===== config.mk =====
export PLATFORM = sky130hd
export DESIGN_NAME = piano_key_renderer
export DESIGN_NICKNAME = d
export VERILOG_FILES = /design/src/rtl/piano_vga_pkg.sv /design/src/rtl/piano_key_hold.sv /design/src/rtl/piano_key_renderer.sv
export SDC_FILE = /design/constraint.sdc
export NUM_CORES = 1
export LEC_CHECK = 0
export CAP_MARGIN = 40
export CELL_PAD_IN_SITES_DETAIL_PLACEMENT = 1
export CELL_PAD_IN_SITES_GLOBAL_PLACEMENT = 1
export CORE_ASPECT_RATIO = 0.6
export CORE_MARGIN = 2
export CORE_UTILIZATION = 44
export DETAILED_ROUTE_END_ITERATION = 10
export PLACE_DENSITY = 0.88
export SLEW_MARGIN = 20
export SYNTH_ARGS = -nofsm -noshare
export SYNTH_HDL_FRONTEND = slang
export SYNTH_SLANG_ARGS = --single-unit

===== constraint.sdc =====
create_clock -name CLK -period 4.2 [get_ports CLK]
set_input_delay 0.63 -clock CLK [delete_from_list [all_inputs] [get_ports CLK]]
set_output_delay 0.63 -clock CLK [all_outputs]
set_load 0.05 [all_outputs]

===== src/rtl/piano_vga_pkg.sv =====
// Shared colours, note tables and pipeline record for the piano keyboard renderer.
// Latency: n/a (types and constants only).
// Backpressure: n/a.
package piano_vga_pkg;

  localparam int NUM_KEYS = 24;
  localparam int WIDX_W   = 4;   // white key index within the two octaves
  localparam int OFF_W    = 8;   // pixel offset inside one white key
  localparam int OCT_W    = 2;   // octave number

  // 4:4:4 colours packed as {R,G,B}
  localparam logic [11:0] C_OFF    = 12'h000;
  localparam logic [11:0] C_BG     = 12'h112;
  localparam logic [11:0] C_WHITE  = 12'hFFF;
  localparam logic [11:0] C_BLACK  = 12'h000;
  localparam logic [11:0] C_BORDER = 12'h444;
  localparam logic [11:0] C_LIT_W  = 12'h4AF;
  localparam logic [11:0] C_LIT_B  = 12'h26C;

  // Semitone of each white degree C D E F G A B
  localparam logic [6:0][3:0] NT = {4'd11, 4'd9, 4'd7, 4'd5, 4'd4, 4'd2, 4'd0};
  // Bit d set when a black key sits right of white degree d (C, D, F, G, A)
  localparam logic [6:0] HAS_BLK = 7'b0111011;

  // Stage-1 pipeline record
  typedef struct packed {
    logic              de;
    logic              hs;
    logic              vs;
    logic              in_x;
    logic              in_y;
    logic              blk_y;
    logic [WIDX_W-1:0] widx;
    logic [2:0]        deg;
    logic [OCT_W-1:0]  oct;
    logic [OFF_W-1:0]  off;
  } s1_t;

  // Chromatic index of the white key at (octave, degree)
  function automatic logic [4:0] key_of(input logic [OCT_W-1:0] oct, input logic [2:0] deg);
    return ({3'd0, oct} * 5'd12) + {1'b0, NT[deg]};
  endfunction

endpackage


===== src/rtl/piano_key_hold.sv =====
// Latches the key mask once per frame and keeps released keys lit for HOLD_FRAMES frames.
// Latency: lit changes one cycle after the VSYNC rising edge, otherwise static for the frame.
// Backpressure: none; free-running on every clock.
module piano_key_hold
  import piano_vga_pkg::*;
#(
  parameter int HOLD_FRAMES = 8
) (
  input  logic                i_clk,
  input  logic                i_rst,
  input  logic                i_vsync,
  input  logic [NUM_KEYS-1:0] i_key_down,
  output logic [NUM_KEYS-1:0] o_lit
);

  localparam logic [3:0] L_HOLD = 4'(HOLD_FRAMES);

  logic                     r_vs_d;
  logic [NUM_KEYS-1:0]      r_shadow;
  logic [NUM_KEYS-1:0][3:0] r_cnt;
  logic                     w_tick;

  assign w_tick = i_vsync & ~r_vs_d;

  // Frame tick: sample the mask; counters reload from the previous frame's mask
  always_ff @(posedge i_clk) begin
    if (i_rst) begin
      r_vs_d   <= 1'b0;
      r_shadow <= '0;
      r_cnt    <= '0;
    end else begin
      r_vs_d <= i_vsync;
      if (w_tick) begin
        r_shadow <= i_key_down;
        for (int k = 0; k < NUM_KEYS; k++) begin
          if (r_shadow[k]) begin
            r_cnt[k] <= L_HOLD;
          end else if (r_cnt[k] != 4'd0) begin
            r_cnt[k] <= r_cnt[k] - 4'd1;
          end
        end
      end
    end
  end

  // A key is lit while latched down or while its afterglow is running
  always_comb begin
    o_lit = r_shadow;
    for (int k = 0; k < NUM_KEYS; k++) begin
      if (r_cnt[k] != 4'd0) o_lit[k] = 1'b1;
    end
  end

endmodule


===== src/rtl/piano_key_renderer.sv =====
// Draws a two-octave piano keyboard with lit keys over the VGA raster.
// Latency: 2 cycles from XPOS/YPOS/syncs to RGB/syncs, no bubbles.
// Backpressure: none; one pixel accepted and produced every clock.
module piano_key_renderer
  import piano_vga_pkg::*;
#(
  parameter int X0          = 80,
  parameter int WHITE_W     = 80,
  parameter int BLACK_W     = 48,
  parameter int N_WHITE     = 14,
  parameter int KB_Y0       = 624,
  parameter int KB_H        = 400,
  parameter int BLACK_H     = 240,
  parameter int HOLD_FRAMES = 8
) (
  input  logic        CLK,
  input  logic        RST,
  input  logic [10:0] XPOS,
  input  logic [10:0] YPOS,
  input  logic        HSYNC_IN,
  input  logic        VSYNC_IN,
  input  logic [23:0] KEY_DOWN,
  output logic        VGA_HSYNC,
  output logic        VGA_VSYNC,
  output logic [3:0]  VGA_RED,
  output logic [3:0]  VGA_GREEN,
  output logic [3:0]  VGA_BLUE
);

  localparam logic [10:0]       L_X_FIRST  = 11'(X0 + 1);
  localparam logic [10:0]       L_Y_TOP    = 11'(KB_Y0);
  localparam logic [10:0]       L_Y_BOT    = 11'(KB_Y0 + KB_H);
  localparam logic [10:0]       L_Y_BLK    = 11'(KB_Y0 + BLACK_H);
  localparam logic [OFF_W-1:0]  L_OFF_LAST = OFF_W'(WHITE_W - 1);
  localparam logic [OFF_W-1:0]  L_BLK_R    = OFF_W'(WHITE_W - BLACK_W / 2);
  localparam logic [OFF_W-1:0]  L_BLK_L    = OFF_W'(BLACK_W / 2);
  localparam logic [WIDX_W-1:0] L_W_LAST   = WIDX_W'(N_WHITE - 1);

  s1_t                 r_s1;
  logic [11:0]         r_rgb;
  logic                r_hs;
  logic                r_vs;
  logic [NUM_KEYS-1:0] w_lit;
  logic [2:0]          w_prev_deg;
  logic [OCT_W-1:0]    w_prev_oct;
  logic                w_blk_r;
  logic                w_blk_l;
  logic [4:0]          w_bkey;
  logic [4:0]          w_wkey;
  logic [11:0]         w_rgb;

  piano_key_hold #(
    .HOLD_FRAMES(HOLD_FRAMES)
  ) u_hold (
    .i_clk      (CLK),
    .i_rst      (RST),
    .i_vsync    (VSYNC_IN),
    .i_key_down (KEY_DOWN),
    .o_lit      (w_lit)
  );

  // Stage 1: running white-key/offset counter (no divider) plus row windows
  always_ff @(posedge CLK) begin
    if (RST) begin
      r_s1 <= '0;
    end else begin
      r_s1.de    <= (XPOS != '0) && (YPOS != '0);
      r_s1.hs    <= HSYNC_IN;
      r_s1.vs    <= VSYNC_IN;
      r_s1.in_y  <= (YPOS > L_Y_TOP) && (YPOS <= L_Y_BOT);
      r_s1.blk_y <= (YPOS > L_Y_TOP) && (YPOS <= L_Y_BLK);
      if (XPOS == '0) begin
        r_s1.in_x <= 1'b0;
      end else if (XPOS == L_X_FIRST) begin
        r_s1.in_x <= 1'b1;
        r_s1.widx <= '0;
        r_s1.deg  <= '0;
        r_s1.oct  <= '0;
        r_s1.off  <= '0;
      end else if (r_s1.in_x) begin
        if (r_s1.off == L_OFF_LAST) begin
          r_s1.off <= '0;
          if (r_s1.widx == L_W_LAST) begin
            r_s1.in_x <= 1'b0;
          end else begin
            r_s1.widx <= r_s1.widx + 1'b1;
            if (r_s1.deg == 3'd6) begin
              r_s1.deg <= '0;
              r_s1.oct <= r_s1.oct + 1'b1;
            end else begin
              r_s1.deg <= r_s1.deg + 3'd1;
            end
          end
        end else begin
          r_s1.off <= r_s1.off + 1'b1;
        end
      end
    end
  end

  // Stage 2 decode: black keys overlap the right edge of one white key and the left edge of the next
  always_comb begin
    w_prev_deg = (r_s1.deg == 3'd0) ? 3'd6 : r_s1.deg - 3'd1;
    w_prev_oct = (r_s1.deg == 3'd0) ? r_s1.oct - 1'b1 : r_s1.oct;
    w_blk_r    = r_s1.in_x && r_s1.blk_y && (r_s1.off >= L_BLK_R)
                 && HAS_BLK[r_s1.deg] && (r_s1.widx < L_W_LAST);
    w_blk_l    = r_s1.in_x && r_s1.blk_y && (r_s1.off < L_BLK_L)
                 && (r_s1.widx != '0) && HAS_BLK[w_prev_deg];
    w_wkey     = key_of(r_s1.oct, r_s1.deg);
    w_bkey     = w_blk_r ? (w_wkey + 5'd1) : (key_of(w_prev_oct, w_prev_deg) + 5'd1);
    w_rgb      = C_BG;
    if (!r_s1.de) begin
      w_rgb = C_OFF;
    end else if (w_blk_r || w_blk_l) begin
      w_rgb = w_lit[w_bkey] ? C_LIT_B : C_BLACK;
    end else if (r_s1.in_x && r_s1.in_y) begin
      if (r_s1.off == '0) begin
        w_rgb = C_BORDER;
      end else begin
        w_rgb = w_lit[w_wkey] ? C_LIT_W : C_WHITE;
      end
    end
  end

  // Stage 2 register: colour and syncs leave together
  always_ff @(posedge CLK) begin
    if (RST) begin
      r_rgb <= '0;
      r_hs  <= 1'b0;
      r_vs  <= 1'b0;
    end else begin
      r_rgb <= w_rgb;
      r_hs  <= r_s1.hs;
      r_vs  <= r_s1.vs;
    end
  end

  assign VGA_HSYNC = r_hs;
  assign VGA_VSYNC = r_vs;
  assign VGA_RED   = r_rgb[11:8];
  assign VGA_GREEN = r_rgb[7:4];
  assign VGA_BLUE  = r_rgb[3:0];

endmodule

After elaboration in Yosys (flattened, before gate mapping). Memory sizes are Yosys's and may differ from the RTL's. A register that Yosys moved wholly into a read port is not among the register bits. Cells that the tools add are included.

Register bits: 157. Bits in latches: 0. Output and inout bits: 14. Bits in read-only memories: 80. Word-level logic and storage cells: 298. Bits of input ports: 50. RAM bits: 0. Memories: 4.

Memory list: (no name shown) (depth 8, width 4, rd ports 1, clocked after Yosys merged registers in 0, write ports 0, line piano_vga_pkg.sv:41) `return ({3'd0, oct} * 5'd12) + {1'b0, NT[deg]};`; (no name shown) (depth 8, width 4, rd ports 1, clocked after Yosys merged registers in 1, write ports 0, line piano_vga_pkg.sv:41); (no name shown) (depth 8, width 1, rd ports 1, clocked after Yosys merged registers in 0, write ports 0, line piano_key_renderer.sv:108) `&& (r_s1.widx != '0) && HAS_BLK[w_prev_deg];`; (no name shown) (depth 8, width 1, rd ports 1, clocked after Yosys merged registers in 1, write ports 0, line piano_key_renderer.sv:106) `&& HAS_BLK[r_s1.deg] && (r_s1.widx < L_W_LAST);`.

$lt $le $gt $ge: 10. Add/sub/neg operators: 34. Div/mod/pow operators: 0. Shifts and indexed selects: 0. Bitwise logic cells: 4. Multiplexer cells: 103. Reduce and logical (&&, ||, !) cells: 98. Multiply operators: 2. Eq/ne operators: 5.

Operators by type and width (count): two-way mux 4 bit (50); nonzero test 4 bit (25); subtractor 4 x 1 -> 4 bit (second input constant) (24); nonzero test 2 bit (27); AND reduction 2 bit (25); two-way mux 12 bit (4); two-way mux 17 bit (2); two-way mux 1 bit (32); nonzero test 11 bit (2); two-way mux 3 bit (6); two-way mux 9 bit (2); < comparator 5 x 6 -> 1 bit (second input constant) (2); equality test 11 x 7 -> 1 bit (second input constant) (1); greater-than comparator 11 x 10 -> 1 bit (second input constant) (1); less-or-equal comparator 11 x 10 -> 1 bit (second input constant) (1); less-or-equal comparator 11 bit (second input constant) (1); logical AND 1 bit (11); zero test 11 bit (1); adder 5 x 1 -> 5 bit (second input constant) (2); adder 5 x 4 -> 5 bit (2); binary-select mux 1 bit (select 5 bit) (2); two-way mux 10 bit (1); adder 8 x 1 -> 8 bit (second input constant) (1); equality test 8 x 7 -> 1 bit (second input constant) (1); other kinds (24) (30).

Depth between registers and ports, before layout. Gate-level depths: netlist of the first run.

Depth in word-level cells: 11. Depth in mapped cells: 15. Gate-level depth less buffers: 15.

By module. A second synthesis of the first run with hierarchy kept.

Cell total of the unflattened synthesis: 1101. Area, all modules: 9003.6 µm².

Modules (own cells, without submodules): piano_key_hold (sequential area each 2422.3 µm², area each 6062.1 µm², cells an instance 768, instances 1); piano_key_renderer (sequential area each 780.7 µm², area each 2941.6 µm², cells an instance 333, instances 1).

Worst setup path after synthesis of the first run. Ideal clock, no wire load.

Path type: reg2reg. Start: reg r_s1[10] (netlist bit). End: reg r_rgb[2]. Setup slack: 959 ps. Data required time: 4070 ps. Arrival: 3111 ps. Library setup time: 130 ps. Clock period less this slack: 3241 ps. Stages on the path, launching flop included: 16. Buffers on the path: 1. Cells stage by stage: dfxtp_1 > inv_1 > ha_1 > or3_1 > nand2_1 > nor2_1 > a21oi_1 > ha_1 > xnor2_1 > mux2i_4 > buf_6 > mux2i_1 > a2bb2oi_1 > o221ai_1 > a211oi_2 > o21ai_1.

Cells in the longest elaborated chain, start to end: 11. Elaborated cells between the ends (all ways): 18. Classes of those cells: add/sub (3); mul (1); mux (9); reduce/logical (3); memory (2).

Ends and longest elaborated chain: from (decl) (line piano_key_renderer.sv:39) `s1_t r_s1;`; subtractor 3 x 1 -> 3 bit / zero test 3 bit (equally long branches) (line piano_key_renderer.sv:103, piano_key_renderer.sv:104); two-way mux 3 bit (line piano_key_renderer.sv:103) `w_prev_deg = (r_s1.deg == 3'd0) ? 3'd6 : r_s1.deg - 3'd1;`; memory read (8 x 4 bit); two-way mux 4 bit (not written as such) (line piano_vga_pkg.sv:41); adder 5 x 4 -> 5 bit (line piano_vga_pkg.sv:41); adder 5 x 1 -> 5 bit (line piano_key_renderer.sv:110) `w_bkey = w_blk_r ? (w_wkey + 5'd1) : (key_of(w_prev_oct, w_prev_deg) + 5'd1);`; two-way mux 5 bit (line piano_key_renderer.sv:110); binary-select mux 1 bit (select 5 bit) (line piano_key_renderer.sv:115) `w_rgb = w_lit[w_bkey] ? C_LIT_B : C_BLACK;`; two-way mux 1 bit (not written as such) (line piano_key_renderer.sv:115); two-way mux 10 bit (line piano_key_renderer.sv:115); two-way mux 12 bit * (line piano_key_renderer.sv:114) `end else if (w_blk_r || w_blk_l) begin`; to (signal assigned) (line piano_key_renderer.sv:132) `r_rgb <= w_rgb;`; to (decl) (line piano_key_renderer.sv:40) `logic [11:0] r_rgb;`.

Every way passes the cells marked *; elsewhere a longest branch is shown, timed or not. The select of a mux whose other input is x is not followed. A chain may end at the register's enable or synchronous reset.

Final worst setup path of the first run. Ends and elaborated chain as after synthesis.

==> results of run 1 <==
[layer usage]
layer / vias to the layer above / routed length [um] / share of wire [%]
met5: - / 0 / 0
met4: 0 / 314 / 1.3
met3: 23 / 1120 / 4.7
met2: 158 / 10900 / 46
met1: 3829 / 11300 / 48
li1: 3843 / - / -
[registers in the layout (all words and copies together) (netlist names), named ones only]
register         flops
VGA_HSYNC            1
u_hold.r_cnt        96
r_s1                22
u_hold.r_shadow     24
VGA_VSYNC            1
r_rgb                9
w_wkey               2
u_hold.r_vs_d        1
[worst max-delay path by stage]
| stage | startpoint | to | slack [ns] | cells past startpoint |
|---|---|---|---|---|
| floorplan | r_s1[10] | r_rgb[2] | 0.96 | 15 |
| global placement | r_s1[10] | r_rgb[2] | 0.47 | 14 |
| detailed placement | r_s1[10] | r_rgb[2] | 0.20 | 14 |
| CTS | r_s1[10] | r_rgb[2] | 0.24 | 14 |
| global route | r_s1[10] | r_rgb[2] | -0.05 | 15 |
| finish | r_s1[10] | r_rgb[2] | 0.23 | 15 |
[kinds of logic after synthesis]
group / count (synthesis)
compound gates: 215
xor+xnor: 18
buf+inv: 111
flops: 159
simple gates: 493
fa+ha+maj: 44
mux: 24
[cells in the final DEF (no fill, tap or decap), types with 10 or more instances in the layout]
master and instances:
ha_1 43, nand2b_1 22, nor3_1 77, dfxtp_1 159, o21ai_0 24, nand2_1 102, nand3_1 22, clkbuf_16 17
xor2_1 10, mux2i_1 10, a21oi_1 123, nand4b_1 14, nand4_1 15, inv_1 66, buf_4 12, nor4b_1 15
nor2_1 173, clkdlybuf4s50_1 62, nor2b_1 13
[power breakdown]
part	internal [W]	switching, W
combinational	0.000513	0.000636
clock	0.00111	0.000640
sequential	0.00165	0.000154
[through the flow]
step,setup TNS [ns],power [W]
2_1_floorplan,0,0.00259
3_3_place_gp,0,0.00287
3_5_place_dp,0,0.00295
4_1_cts,0,0.00473
5_1_grt,-0.0631,0.00496
6_report,0,0.00470
[worst register-to-register path, cell delays in order (launching register included)]
cell      delay, ns
dfxtp_1        0.55
inv_1          0.24
ha_1           0.26
or3_1          0.44
nand2_1        0.13
nor2_1         0.07
a21oi_1        0.14
ha_1           0.29
xnor2_1        0.19
mux2i_4        0.33
buf_12         0.16
mux2_2         0.33
o2bb2a_1       0.29
a211oi_1       0.27
a211oi_2       0.12
o21ai_1        0.11
[area by class of cell]
cell class                      instances  area, um2
Clock buffer                           19        433
Clock inverter                         12        216
Fill cell                            2274       8880
Inverter                               68        255
Multi-Input combinational cell        794       4820
Sequential cell                       159       3180
Tap cell                              246        308
Timing Repair Buffer                   80        792
[timing repair]
item,4_1_cts,5_1_grt
endpoints found under the setup margin,0,4
setup buffers,0,4
endpoints found under the hold margin,0,0
==> impl_metrics.yaml, run 1 <==
critical_path:
  critPathMaxFanout: 10
  worstPathArrival_ns: 4.34
  cp_slowest_stage_delay_ns: 0.55
  crit_chain: "inv_1 > ha_1 > or3_1 > nand2_1 > nor2_1 > a21oi_1 > ha_1 > xnor2_1 > mux2i_4 > buf_12 > mux2_2 > o2bb2a_1 > a211oi_1 > a211oi_2 > o21ai_1"
  crit_family: "compound AO/OA/AOI/OAI gates"
  worstSetupEndpointType: "flip-flop"
  cpMostUsedCell: "ha_1"
  cpMaxStageDelayCell: "dfxtp_1"
  r2r_cells: 15
  cp-start-kind: "flip-flop"
  critPathKind: "reg -> reg"
  rr_startpoint: "r_s1[10]"
  cp_num_buf_inv: 2
  r2r_slack_ns: 0.23
  rr_endpoint: "r_rgb[2]"
  required_ns: 4.57
timing:
  layout_setup_ws_ns: 0.234
  clock_skew_ns: 0.00811
  whs_ns: 0.444
  period_share_pct: 94.4
  hold_viol: 0
  max_freq_mhz: 252
  slew_headroom_pct: 37.1
  worst_slew_pin_slew_ns: 0.930
  slew_viol_final: 0
  finalCriticalPeriod_ns: 3.97
  setup_violations: 0
global_routing:
  grt_pass1_vias: 8046
  antenna_found_initial: 0
  grt_util_met2_pct: 39.0
  use_met3_pct: 5.45
  grt.total_usage_pct: 24.2
  met1_usage_pct: 32.2
  grt_overflow_total: 0
  grt_pass1_wl_um: 39800
  grt_max_degree: 67
  busiest_layer: "met2"
flow_run:
  timing.max_cap.violations: 0
cts:
  h-tree-depth: 4
  clock_latency_ns: 0.44
  clkTransAtPathRegs_ns: 0.06
  cts_buffers: 17
  cts.sinks: 159
  postCtsHoldBufs: 0
  cts_resized: 0
  clockBufferDepth: 2
  cts_tree: "built"
  root_buffer: "clkbuf_16"
final_layout:
  final_area_mm2: 0.0100
  stdcell_count: 1378
  syn_to_final_growth_pct: 18.6
  fin_nets: 1214
  final_util_pct: 53.0
  drive_above_1_share_pct: 7.07
  antenna_cells: 0
place:
  numPortBuffers: 63
  postPlaceCellArea_mm2: 0.00931
  place_congestion: 0.889
  dp_cells: 1342
  pre_cts_ws_ns: 0.204
  dp_hpwl_um: 16200
synth:
  yosys.cell_count.top_type: "nor2_1"
  synth_common_cells: "nor2_1 (173), dfxtp_1 (159), a21oi_1 (123)"
  syn_area_mm2: 0.00843
  yosys_warnings: 0
  synth_top_cell_by_area: "dfxtp_1"
  ys.flop_type: "dfxtp_1"
  async_reset_ff_share_pct: 0
  ys_seq_area_share_pct: 37.7
  synth-simple-area-share_pct: 28.6
  synth_adder_area_share_pct: 6.62
  synth_area_leaders: "dfxtp_1 (38%), nor2_1 (7.7%), a21oi_1 (7.3%)"
  ys_ff_latch: 159
  synth-edff-count: 0
  synth_mux_area_share_pct: 4.26
  yosys.area.top_type_share_pct: 37.7
  syn_nets: 1158
  synth_cell_types: 70
  synth_top_family_by_area: "simple AND/OR/NAND/NOR gates"
  synth_compound_area_share_pct: 15.6
  netlist_instances: 1064
  avgSynthCellArea_um2: 7.93
  synth-xor-area-share_pct: 1.87
worst_hold_path:
  hold_class: "reg -> reg"
  hold_path_depth: 1
  worstHoldStart: "r_s1[21]"
  hold_path_end: "VGA_HSYNC"
power:
  leakagePower_nw: 3.84
  p_per_area_mw_per_mm2: 470
  ir_worst_vdd_mv: 0.313
routing:
  detail-route-antenna-nets: 0
  wl_per_cell_um: 17.2
  drt_wl_total_um: 23600
  dr.pass1.iters: 5
  viasPerCell: 5.70
  vias: 7853
  drc: 0
  drtIter0Drc: 507
floorplan:
  die_w_um: 183
  dieArea_mm2: 0.0203
  coreArea_mm2: 0.0189
  rows: 39
  initial_core_util_pct: 44.7
  ioPinCount: 64
  die_h_um: 111
status:
  status: "finished clean"
Power figures use the tool's default switching activity.
==> run 2: changes to the inputs <==
--- a/config.mk
+++ b/config.mk
@@ -11,6 +11,7 @@
 export CORE_ASPECT_RATIO = 0.6
 export CORE_MARGIN = 2
 export CORE_UTILIZATION = 44
+export CTS_CLUSTER_SIZE = 24
 export DETAILED_ROUTE_END_ITERATION = 10
 export PLACE_DENSITY = 0.88
 export SLEW_MARGIN = 20
==> constraint.sdc (replaced) <==
create_clock -name CLK -period 4 [get_ports CLK]
set_input_delay 0.6 -clock CLK [delete_from_list [all_inputs] [get_ports CLK]]
set_output_delay 0.6 -clock CLK [all_outputs]
set_load 0.05 [all_outputs]
==> run 2 against run 1 <==
Effect of this change:
- clock power grew 5%
- die area is the same
- flip-flop and latch count is the same
- global-route usage shrank 0.30 points
- sequential share of layout area shrank 0.095 points
- critical path type unchanged
- critical endpoint unchanged
==> impl_metrics.yaml, run 2 (same netlist as run 1, synthesis figures left out) <==
floorplan:
  initial_core_util_pct: 44.7
  ioPinCount: 64
  rows: 39
  coreArea_mm2: 0.0189
  dieArea_mm2: 0.0203
  die_h_um: 111
  die_w_um: 183
critical_path:
  critPathKind: "reg -> reg"
  r2r_slack_ns: 0.13
  cp-start-kind: "flip-flop"
  rr_startpoint: "r_s1[10]"
  r2r_cells: 16
  critPathMaxFanout: 10
  required_ns: 4.36
  worstSetupEndpointType: "flip-flop"
  worstPathArrival_ns: 4.23
  rr_endpoint: "r_rgb[2]"
timing:
  finalCriticalPeriod_ns: 3.87
  period_share_pct: 96.7
  setup_violations: 0
  slew_viol_final: 0
  max_freq_mhz: 258
  worst_slew_pin_slew_ns: 0.803
  slew_headroom_pct: 45.7
  whs_ns: 0.457
  clock_skew_ns: 0.00794
  setup_tns_ns: 0
  hold_viol: 0
final_layout:
  regArea_mm2: 0.00318
  multiInputGateArea_mm2: 0.00482
  final_common_cell: "nor2_1"
  num-fill-cells: 2279
  largest_reg_flops: 96
  antenna_cells: 0
  stdcell_count: 1383
  largest-register: "u_hold.r_cnt"
  final_util_pct: 53.2
  largestRegisters: "u_hold.r_cnt x96, u_hold.r_shadow x24, r_s1 x22"
  syn_to_final_growth_pct: 19.0
  drive_above_1_share_pct: 7.65
  layout_common_cells: "nor2_1 (173), dfxtp_1 (158), a21oi_1 (123), nand2_1 (102), nor3_1 (77)"
  fin_nets: 1218
global_routing:
  grt_max_degree: 74
  antenna_found_initial: 0
  grt_pass1_wl_um: 39200
  grt_pass1_vias: 7850
  grt_overflow_total: 0
  grt.total_usage_pct: 23.9
cts:
  clockBufferDepth: 2
  clock_latency_ns: 0.44
  cts.sinks: 159
  cts_buffers: 17
  root_buffer: "clkbuf_16"
  postCtsHoldBufs: 0
  clkTransAtPathRegs_ns: 0.06
  h-tree-depth: 4
  cts_tree: "built"
worst_hold_path:
  worstHoldStart: "r_s1[21]"
  hold_path_depth: 1
  hold_path_end: "VGA_HSYNC"
  hold_class: "reg -> reg"
routing:
  viasPerCell: 5.65
  drc: 0
  wl_per_cell_um: 17.3
  drtIter0Drc: 507
  detail-route-antenna-nets: 0
  drt_wl_total_um: 23900
  dr.pass1.iters: 5
  vias: 7814
status:
  status: "finished clean"
power:
  leakagePower_nw: 3.86
  p_per_area_mw_per_mm2: 493
  total_power_w: 0.00495
  ir_worst_vdd_mv: 0.362
flow_run:
  timing.max_cap.violations: 0
place:
  dp_cells: 1342
  dp_hpwl_um: 16300
  numPortBuffers: 63
  place_congestion: 0.905
[run 2: cell count changes in the layout (fill, tap and decap cells not counted), moves of 2 or more]
cell | previous run | this run
clkbuf_8 | 0 | 2
clkinv_2 | 4 | 1
buf_4 | 12 | 17
clkinv_4 | 1 | 3
[run 2: repair_timing]
action	in CTS	in global routing
gates resized for setup	0	1
setup endpoints to repair	0	4
setup buffers	0	7
[run 2: worst max-delay path by stage]
stage                  start        to  cells past startpoint
floorplan           r_s1[10]  r_rgb[2]                     15
global placement    r_s1[10]  r_rgb[2]                     14
detailed placement  r_s1[10]  r_rgb[2]                     14
CTS                 r_s1[10]  r_rgb[2]                     14
global route        r_s1[10]  r_rgb[2]                     16
finish              r_s1[10]  r_rgb[2]                     16
[run 2: per-layer routing]
layer / part of all wire [%] / track usage (%) / routed length (um)
met1: 48 / 32.2 / 11600
met2: 46 / 38.2 / 10900
met3: 3.9 / 5.16 / 943
met4: 2.0 / 7.42 / 473
met5: 0 / 0 / 0
[run 2: report_power, final]
| group | leakage (nW) | switching (W) | internal [W] |
|---|---|---|---|
| registers | 1.30 | 0.000161 | 0.00174 |
| clock network | 0.318 | 0.000696 | 0.00115 |
| logic | 2.25 | 0.000671 | 0.000534 |
[run 2: metrics by stage]
step	setup slack (ns)	area, um2
floorplan	0.759	8430
global placement	0.295	9280
detailed placement	0.0568	9310
CTS	0.0612	9970
global route	-0.0259	10000
finish	0.131	10000
[run 2: area by class of cell]
cell class,count,share of cell area (%)
Multi-Input combinational cell,794,48.0
Sequential cell,159,31.7
Timing Repair Buffer,84,8.07
Clock buffer,20,4.55
Tap cell,246,3.07
Inverter,68,2.54
Clock inverter,12,2.07
[run 2: worst max-delay path, cell delays in order, from the launching register on]
cell      delay (ns)
dfxtp_2         0.43
inv_1           0.18
ha_1            0.25
or3_1           0.45
nand2_1         0.14
nor2_1          0.07
a21oi_1         0.14
ha_1            0.28
xnor2_1         0.18
mux2i_4         0.35
buf_4           0.21
mux2_2          0.34
o22a_1          0.19
a211oi_1        0.28
a211oi_2        0.05
buf_4           0.17
o21ai_1         0.07
==> run 3: changes to the inputs <==
--- a/config.mk
+++ b/config.mk
@@ -8,7 +8,7 @@
 export CAP_MARGIN = 40
 export CELL_PAD_IN_SITES_DETAIL_PLACEMENT = 1
 export CELL_PAD_IN_SITES_GLOBAL_PLACEMENT = 1
-export CORE_ASPECT_RATIO = 0.6
+export CORE_ASPECT_RATIO = 2
 export CORE_MARGIN = 2
 export CORE_UTILIZATION = 44
 export CTS_CLUSTER_SIZE = 24
==> run 3 against run 2 <==
Effect of this change:
- worst hold slack improved by 0.012 ns
- count of clock-buffer cells in the layout up 1
- highest routed layer unchanged
- sequential power about the same
- clock skew fell by 0.0020 ns
- non-clock buffer count shrank 7
- largest power group unchanged
- total power is 5.6% lower
==> impl_metrics.yaml, run 3 (same netlist as run 1, synthesis figures left out) <==
status:
  status: "finished clean"
timing:
  period_share_pct: 93.5
  layout_setup_ws_ns: 0.259
  clock_skew_ns: 0.00590
  slew_headroom_pct: 40.5
  finalCriticalPeriod_ns: 3.74
  hold_viol: 0
  rsz0062_at_grt: "no"
  slew_viol_final: 0
  max_freq_mhz: 267
  setup_tns_ns: 0
  setup_violations: 0
  worst_slew_pin_slew_ns: 0.880
critical_path:
  critPathKind: "reg -> reg"
  cp-start-kind: "flip-flop"
  crit_family: "compound AO/OA/AOI/OAI gates"
  critPathMaxFanout: 12
  required_ns: 4.37
  crit_chain: "inv_1 > ha_1 > or3_1 > nand2_1 > nor2_1 > a21oi_1 > ha_1 > xnor2_1 > mux2i_4 > mux2_2 > o2bb2a_1 > a211oi_1 > a211oi_2 > o21ai_1"
  cp_slowest_stage_delay_ns: 0.49
  cp_num_buf_inv: 1
  worstPathArrival_ns: 4.12
  cpMaxStageDelayCell: "dfxtp_1"
  worstSetupEndpointType: "flip-flop"
  cpMostUsedCell: "ha_1"
floorplan:
  rows: 71
  dieArea_mm2: 0.0204
  initial_core_util_pct: 44.8
  coreArea_mm2: 0.0188
  die_w_um: 102
  die_h_um: 200
  ioPinCount: 64
cts:
  cts.sinks: 159
  clkTransAtPathRegs_ns: 0.06
  root_buffer: "clkbuf_16"
  clock_latency_ns: 0.44
  h-tree-depth: 4
  cts_tree: "built"
  cts_buffers: 17
  clockBufferDepth: 2
power:
  leakagePower_nw: 3.78
  total_power_w: 0.00467
  ir_worst_vdd_mv: 0.246
  p_per_area_mw_per_mm2: 472
place:
  dp_hpwl_um: 16600
  pre_cts_ws_ns: 0.352
  place_congestion: 0.864
  numPortBuffers: 63
  dp_cells: 1348
final_layout:
  syn_to_final_growth_pct: 17.4
  largest-register: "u_hold.r_cnt"
  regArea_mm2: 0.00318
  num-fill-cells: 2307
  multiInputGateArea_mm2: 0.00482
  stdcell_count: 1384
  fin_nets: 1211
  largest_reg_flops: 96
  layout_common_cells: "nor2_1 (173), dfxtp_1 (159), a21oi_1 (123), nand2_1 (102), nor3_1 (77)"
  drive_above_1_share_pct: 7.00
  largestRegisters: "u_hold.r_cnt x96, u_hold.r_shadow x24, r_s1 x22"
  antenna_cells: 0
  final_common_cell: "nor2_1"
routing:
  vias: 7977
  drt_wl_total_um: 23400
  drc: 0
  drtIter0Drc: 241
  detail-route-antenna-nets: 0
  wl_per_cell_um: 16.9
  dr.pass1.iters: 4
  viasPerCell: 5.76
global_routing:
  grt_pass1_vias: 8381
  grt.total_usage_pct: 23.6
  grt_pass1_wl_um: 38300
  antenna_found_initial: 0
  grt_overflow_total: 0
  grt_max_degree: 62
worst_hold_path:
  hold_class: "reg -> reg"
flow_run:
  timing.max_cap.violations: 0
[run 3: cell count changes in the layout (fill, tap and decap cells not counted), sizes merged]
cell / change
bufinv: -3
clkinvlp: +3
clkinv: -1
inv: -1
buf: -6
[run 3: metrics by stage]
step	util (%)	hold slack, ns	instance area (um2)
2_1_floorplan	-	0.414	8430
3_3_place_gp	49.3	0.435	9280
3_5_place_dp	49.3	0.450	9280
4_1_cts	52.4	0.469	9860
5_1_grt	52.6	0.476	9900
6_report	52.6	0.469	9900
[run 3: path summary, 6_finish.rpt]
| path | to | from | slack, ns | cells after the start |
|---|---|---|---|---|
| setup / recovery | r_rgb[2] | r_s1[11] | 0.26 | 14 |
| setup reg to reg | r_rgb[2] | r_s1[11] | 0.26 | 14 |
| hold reg to reg | VGA_HSYNC | r_s1[21] | 0.47 | 1 |
| hold / removal | VGA_HSYNC | r_s1[21] | 0.47 | 1 |
[run 3: report_power, final]
part | switching [W] | internal, W
sequential | 0.000157 | 0.00174
combinational | 0.000638 | 0.000521
clock | 0.000659 | 0.000959
total | 0.00145 | 0.00322
[run 3: layer usage]
layer | GRT usage [%] | vias up | wire length, um
met3 | 4.94 | 67 | 640
li1 | - | 3839 | -
met5 | 0 | - | 0
met1 | 21.8 | 3938 | 8470
met2 | 46.8 | 133 | 13300
met4 | 12.0 | 0 | 1010
[run 3: area by class of cell]
| cell class | count | area share [%] |
|---|---|---|
| Inverter | 68 | 2.58 |
| Timing Repair Buffer | 77 | 7.51 |
| Tap cell | 255 | 3.22 |
| Multi-Input combinational cell | 794 | 48.6 |
| Clock inverter | 10 | 1.14 |
| Sequential cell | 159 | 32.2 |
| Clock buffer | 21 | 4.75 |
[run 3: timing repair]
action / 4_1_cts / 5_1_grt
endpoints found under the setup margin: 0 / 2
setup buffers: 0 / 4
hold buffers: 0 / 0
resized for setup: 0 / 0
